$ cat src/rtl/frame_peak_pkg.sv
// Shared widths and FSM encoding for the frame peak detector.
package frame_peak_pkg;

    localparam int unsigned DATA_W = 16;
    localparam int unsigned CNT_W  = 16;

    typedef enum logic [1:0] {
        IDLE,
        ACCUM,
        DONE
    } state_t;

endpackage

$ cat src/rtl/frame_peak_detector_cmp.sv
// Unsigned 16-bit magnitude comparator: exactly one of gt/lt/eq is high.
module frame_peak_detector_cmp
    import frame_peak_pkg::*;
(
    input  logic [DATA_W-1:0] a,
    input  logic [DATA_W-1:0] b,
    output logic              gt,
    output logic              lt,
    output logic              eq
);

    assign gt = (a > b);
    assign lt = (a < b);
    assign eq = (a == b);

endmodule

$ cat src/rtl/frame_peak_detector.sv
// Per-frame max/min/max-count tracker with valid/ready on both sides.
module frame_peak_detector
    import frame_peak_pkg::*;
#(
    parameter int unsigned FRAME_LEN = 8
) (
    input  logic              clk,
    input  logic              n_rst,
    input  logic              clear,
    input  logic              in_valid,
    input  logic [DATA_W-1:0] in_data,
    output logic              in_ready,
    output logic              out_valid,
    input  logic              out_ready,
    output logic [DATA_W-1:0] out_max,
    output logic [DATA_W-1:0] out_min,
    output logic [CNT_W-1:0]  out_max_count
);

    localparam logic [CNT_W-1:0] FRAME_LEN_C = CNT_W'(FRAME_LEN);

    state_t            state, state_nxt;
    logic [DATA_W-1:0] max_reg, max_nxt;
    logic [DATA_W-1:0] min_reg, min_nxt;
    logic [CNT_W-1:0]  max_count, max_count_nxt;
    logic [CNT_W-1:0]  sample_cnt, sample_cnt_nxt;

    logic x_gt, x_lt, x_eq;
    logic n_gt, n_lt, n_eq;

    frame_peak_detector_cmp u_cmp_max (
        .a  (in_data),
        .b  (max_reg),
        .gt (x_gt),
        .lt (x_lt),
        .eq (x_eq)
    );

    frame_peak_detector_cmp u_cmp_min (
        .a  (in_data),
        .b  (min_reg),
        .gt (n_gt),
        .lt (n_lt),
        .eq (n_eq)
    );

    assign in_ready      = (state != DONE);
    assign out_max       = max_reg;
    assign out_min       = min_reg;
    assign out_max_count = max_count;

    always_comb begin
        state_nxt      = state;
        max_nxt        = max_reg;
        min_nxt        = min_reg;
        max_count_nxt  = max_count;
        sample_cnt_nxt = sample_cnt;

        case (state)
            IDLE: begin
                if (in_valid) begin
                    max_nxt        = in_data;
                    min_nxt        = in_data;
                    max_count_nxt  = CNT_W'(1);
                    sample_cnt_nxt = CNT_W'(1);
                    state_nxt      = (FRAME_LEN == 1) ? DONE : ACCUM;
                end
            end
            ACCUM: begin
                if (in_valid) begin
                    case (1'b1)
                        x_gt: begin
                            max_nxt       = in_data;
                            max_count_nxt = CNT_W'(1);
                        end
                        x_eq:    max_count_nxt = max_count + CNT_W'(1);
                        x_lt:    max_count_nxt = max_count;
                        default: max_count_nxt = max_count;
                    endcase
                    case (1'b1)
                        n_lt:       min_nxt = in_data;
                        n_gt, n_eq: min_nxt = min_reg;
                        default:    min_nxt = min_reg;
                    endcase
                    sample_cnt_nxt = sample_cnt + CNT_W'(1);
                    if (sample_cnt_nxt == FRAME_LEN_C) begin
                        state_nxt = DONE;
                    end
                end
            end
            DONE: begin
                if (out_ready) begin
                    state_nxt = IDLE;
                end
            end
            default: state_nxt = IDLE;
        endcase

        // clear overrides everything above, including a sample offered this cycle
        if (clear) begin
            state_nxt      = IDLE;
            max_nxt        = '0;
            min_nxt        = '0;
            max_count_nxt  = '0;
            sample_cnt_nxt = '0;
        end
    end

    always_ff @(posedge clk or negedge n_rst) begin
        if (!n_rst) begin
            state      <= IDLE;
            out_valid  <= 1'b0;
            max_reg    <= '0;
            min_reg    <= '0;
            max_count  <= '0;
            sample_cnt <= '0;
        end else begin
            state      <= state_nxt;
            out_valid  <= (state_nxt == DONE);
            max_reg    <= max_nxt;
            min_reg    <= min_nxt;
            max_count  <= max_count_nxt;
            sample_cnt <= sample_cnt_nxt;
        end
    end

endmodule

$ cat config.mk
export PLATFORM = sky130hd
export DESIGN_NAME = frame_peak_detector
export DESIGN_NICKNAME = d
export VERILOG_FILES = /design/src/rtl/frame_peak_pkg.sv /design/src/rtl/frame_peak_detector_cmp.sv /design/src/rtl/frame_peak_detector.sv
export SDC_FILE = /design/constraint.sdc
export NUM_CORES = 1
export LEC_CHECK = 0
export ABC_AREA = 1
export CAP_MARGIN = 20
export CORE_ASPECT_RATIO = 0.8
export CORE_UTILIZATION = 30
export CTS_CLUSTER_SIZE = 10
export DETAILED_ROUTE_END_ITERATION = 10
export HOLD_SLACK_MARGIN = 0.02
export PLACE_DENSITY = 0.59
export SLEW_MARGIN = 5
export SYNTH_ARGS = -nofsm -noshare
export SYNTH_HDL_FRONTEND = slang
export SYNTH_SLANG_ARGS = --single-unit
$ cat constraint.sdc
create_clock -name clk -period 5.3 [get_ports clk]
set_clock_uncertainty 0.2 [all_clocks]
set_input_delay 1.325 -clock clk [delete_from_list [all_inputs] [get_ports clk]]
set_output_delay 1.325 -clock clk [all_outputs]
set_load 0.02 [all_outputs]
==> run_results.csv <==
group,metric,value,unit
clock_network,hold_buffers,0,
sta,slew_violations,0,
route,drt_iter0_drc,301,
placement,gp_congestion,0.834,
sta,rsz0062_at_grt,"false",
global_route,overflow,0,
route,num_vias,4042,
layout,layout_common_cells,"nand2_1, inv_1, clkdlybuf4s50_1",
route,top_layer,"met4",
global_route,grt_use_total,16.6,%
synthesis,synth_area_per_cell,7.33,um2
run_status,status,"finished clean",
layout,area_growth,26.3,%
route,first_pass_iters,5,
clock_network,numCtsBuffers,9,
power,p_leak,2.57,nW
route,routed_wl,11500,um
global_route,antenna_found_initial,0,
critical_path,crit_path_start_kind,"primary input",
layout,drive_above_1_share,6.87,%
placement,postPlaceCellArea,5240,um2
sta,hold_ws,306,ps
route,ant_nets,0,
sta,setup_ws,1420,ps
power,total_power,1.45,mW
sta,max_slew.worst_pin.slew,858,ps
clock_network,clk_pin_slew,50,ps
placement,io_buffers,70,
route,wl_met1,5670,um
sta,min_period,3880,ps
die,row_count,39,
placement,hpwl,8570,um
sta,max_freq,258,MHz
clock_network,clockRootBuffer,"clkbuf_16",
synthesis,ys_ff_latch,67,
clock_network,clockBufferDepth,2,
synthesis,async_reset_ff_share,100,%
sta,setup_violations,0,
synthesis,synth_ff_type,"dfrtp_1",
synthesis,yosysSeqAreaShare,38.2,%
critical_path,worst_ep_required_time,5320,ps
die,ios,71,
critical_path,crit_path_end_kind,"flop",
clock_network,htreeDepth,3,
route,viasPerCell,4.73,
die,die_area,15100,um2
route,wl_met3,596,um
sta,relSlewSlack,42.8,%
layout,final_common_cell,"nand2_1",
sta,hold_violations,0,
clock_network,clkLatencyLatePin,330,ps
placement,pre_cts_ws,1090,ps
synthesis,syn_inst,598,
synthesis,netlist_area,4390,um2
sta,fin_crit_sh,73.2,%
synthesis,syn_nets,652,
layout,layout.nets,721,
layout,nFillCells,1415,
global_route,grt_pass1_vias,3850,
route,dr_wl_met2,5090,um
die,fp.dieW,137,um
die,core_area,14300,um2
clock_network,post_cts_buffers,0,
min_path,hold_path.class,"reg2reg",
synthesis,ys_warn_count,0,
layout,finalInstanceArea,5540,um2
critical_path,critical_path_class,"in2reg",
power,ir_drop,0.148,mV
global_route,grt_pass1_wl,19200,um
clock_network,ctsResizeCount,0,
job,maxCapViolations,0,
sta,setup_tns,0,ps
die,die_h,110,um
route,drt_drc_violations_left,0,
die,initial_core_util,30.7,%
global_route,grt_max_degree,39,
power,power_density,262,nW/um2
critical_path,cp_data_arrival_time,3900,ps
critical_path,path_max_fanout,38,
clock_network,clock-sinks,67,
route,wl_per_cell,13.4,um
layout,diodes,0,
synthesis,synth_edf_count,0,
clock_network,tritoncts,"built",
synthesis,synth_cell_types,35,
logic make-up (layout without fill, tap and decap cells):
logic type                 count (synthesis)  after routing  share of synthesized area [%]
and+or+nand+nor                          328            328                           33.7
buffers and inverters                    106            178                           9.99
DFF                                       67             67                           38.2
AOI/OAI and AO/OA                         59             59                           7.67
adders and majority gates                 33             33                           9.42
xor gates and xnor gates                   5              5                          0.999
report_power, final:
group	switching, mW	total, mW	internal [mW]
Sequential	0.0242	0.561	0.537
Combinational	0.163	0.275	0.111
Clock	0.219	0.616	0.397
Yosys cell counts, types with 4 or more instances:
master / number / share of area (%)
o21ai_0: 19 / 2.2
o21ai_1: 7 / 0.80
nand3b_1: 17 / 2.9
buf_2: 8 / 0.91
inv_1: 88 / 7.5
dfrtp_1: 67 / 38
nand3_1: 34 / 3.9
ha_1: 33 / 9.4
nor2_1: 49 / 4.2
o21ai_2: 5 / 1.0
nand2_2: 11 / 1.6
o22ai_1: 8 / 1.1
xor2_1: 5 / 1.0
nor2_2: 4 / 0.57
nand2_1: 182 / 16
a21oi_1: 15 / 1.7
nand4_1: 18 / 2.6
final cells by class:
type | count | area (um2) | area share (%)
clock buffers | 12 | 267 | 4.81
clock inverters | 2 | 35.0 | 0.632
inverters | 91 | 342 | 6.17
multi-input cells | 425 | 2270 | 41.0
flip-flops and latches | 67 | 1680 | 30.3
well taps | 184 | 230 | 4.16
repair buffers | 73 | 718 | 13.0
sequential cells by signal (all words and copies together), names as in the netlist:
register	cells
out_max	16
out_max_count	16
out_min	16
sample_cnt	16
state	2
out_valid	1
metrics by stage:
step	util [%]	std cells
5_1_grt	38.7	854
4_1_cts	38.7	854
3_5_place_dp	36.6	840
6_report	38.7	854
3_3_place_gp	36.6	840
2_1_floorplan	-	598
worst paths after layout:
kind / start / to / slack, ps / depth (start not counted)
max in group asynchronous: n_rst / sample_cnt[14]$_DFFE_PN0P_ / 3070 / 2
min in group asynchronous: n_rst / out_max[5]$_DFFE_PN0P_ / 900 / 1
min: out_min[13]$_DFFE_PN0P_ / out_min[13]$_DFFE_PN0P_ / 310 / 2
min reg2reg: out_min[13]$_DFFE_PN0P_ / out_min[13]$_DFFE_PN0P_ / 310 / 2
max: in_data[13] / out_max[0]$_DFFE_PN0P_ / 1420 / 12
max reg2reg: out_max[15]$_DFFE_PN0P_ / out_max[0]$_DFFE_PN0P_ / 2510 / 11
worst max-delay path: stages:
cell and delay (ps):
clkdlybuf4s50_1 490, ha_1 340, a21oi_1 150, nor2_1 60, nor2_1 210, nand4_2 140, nand2_2 110, nand2_2 60
nand2_2 620, inv_2 230, nand2_1 110, nand2_1 50
layer usage:
metal	up-vias	GRT usage, %
met2	94	25.4
li1	2059	-
met1	1876	23.0
met3	13	3.66
met5	-	0
met4	0	5.42
No activity file was read; power rests on OpenSTA's default activity.
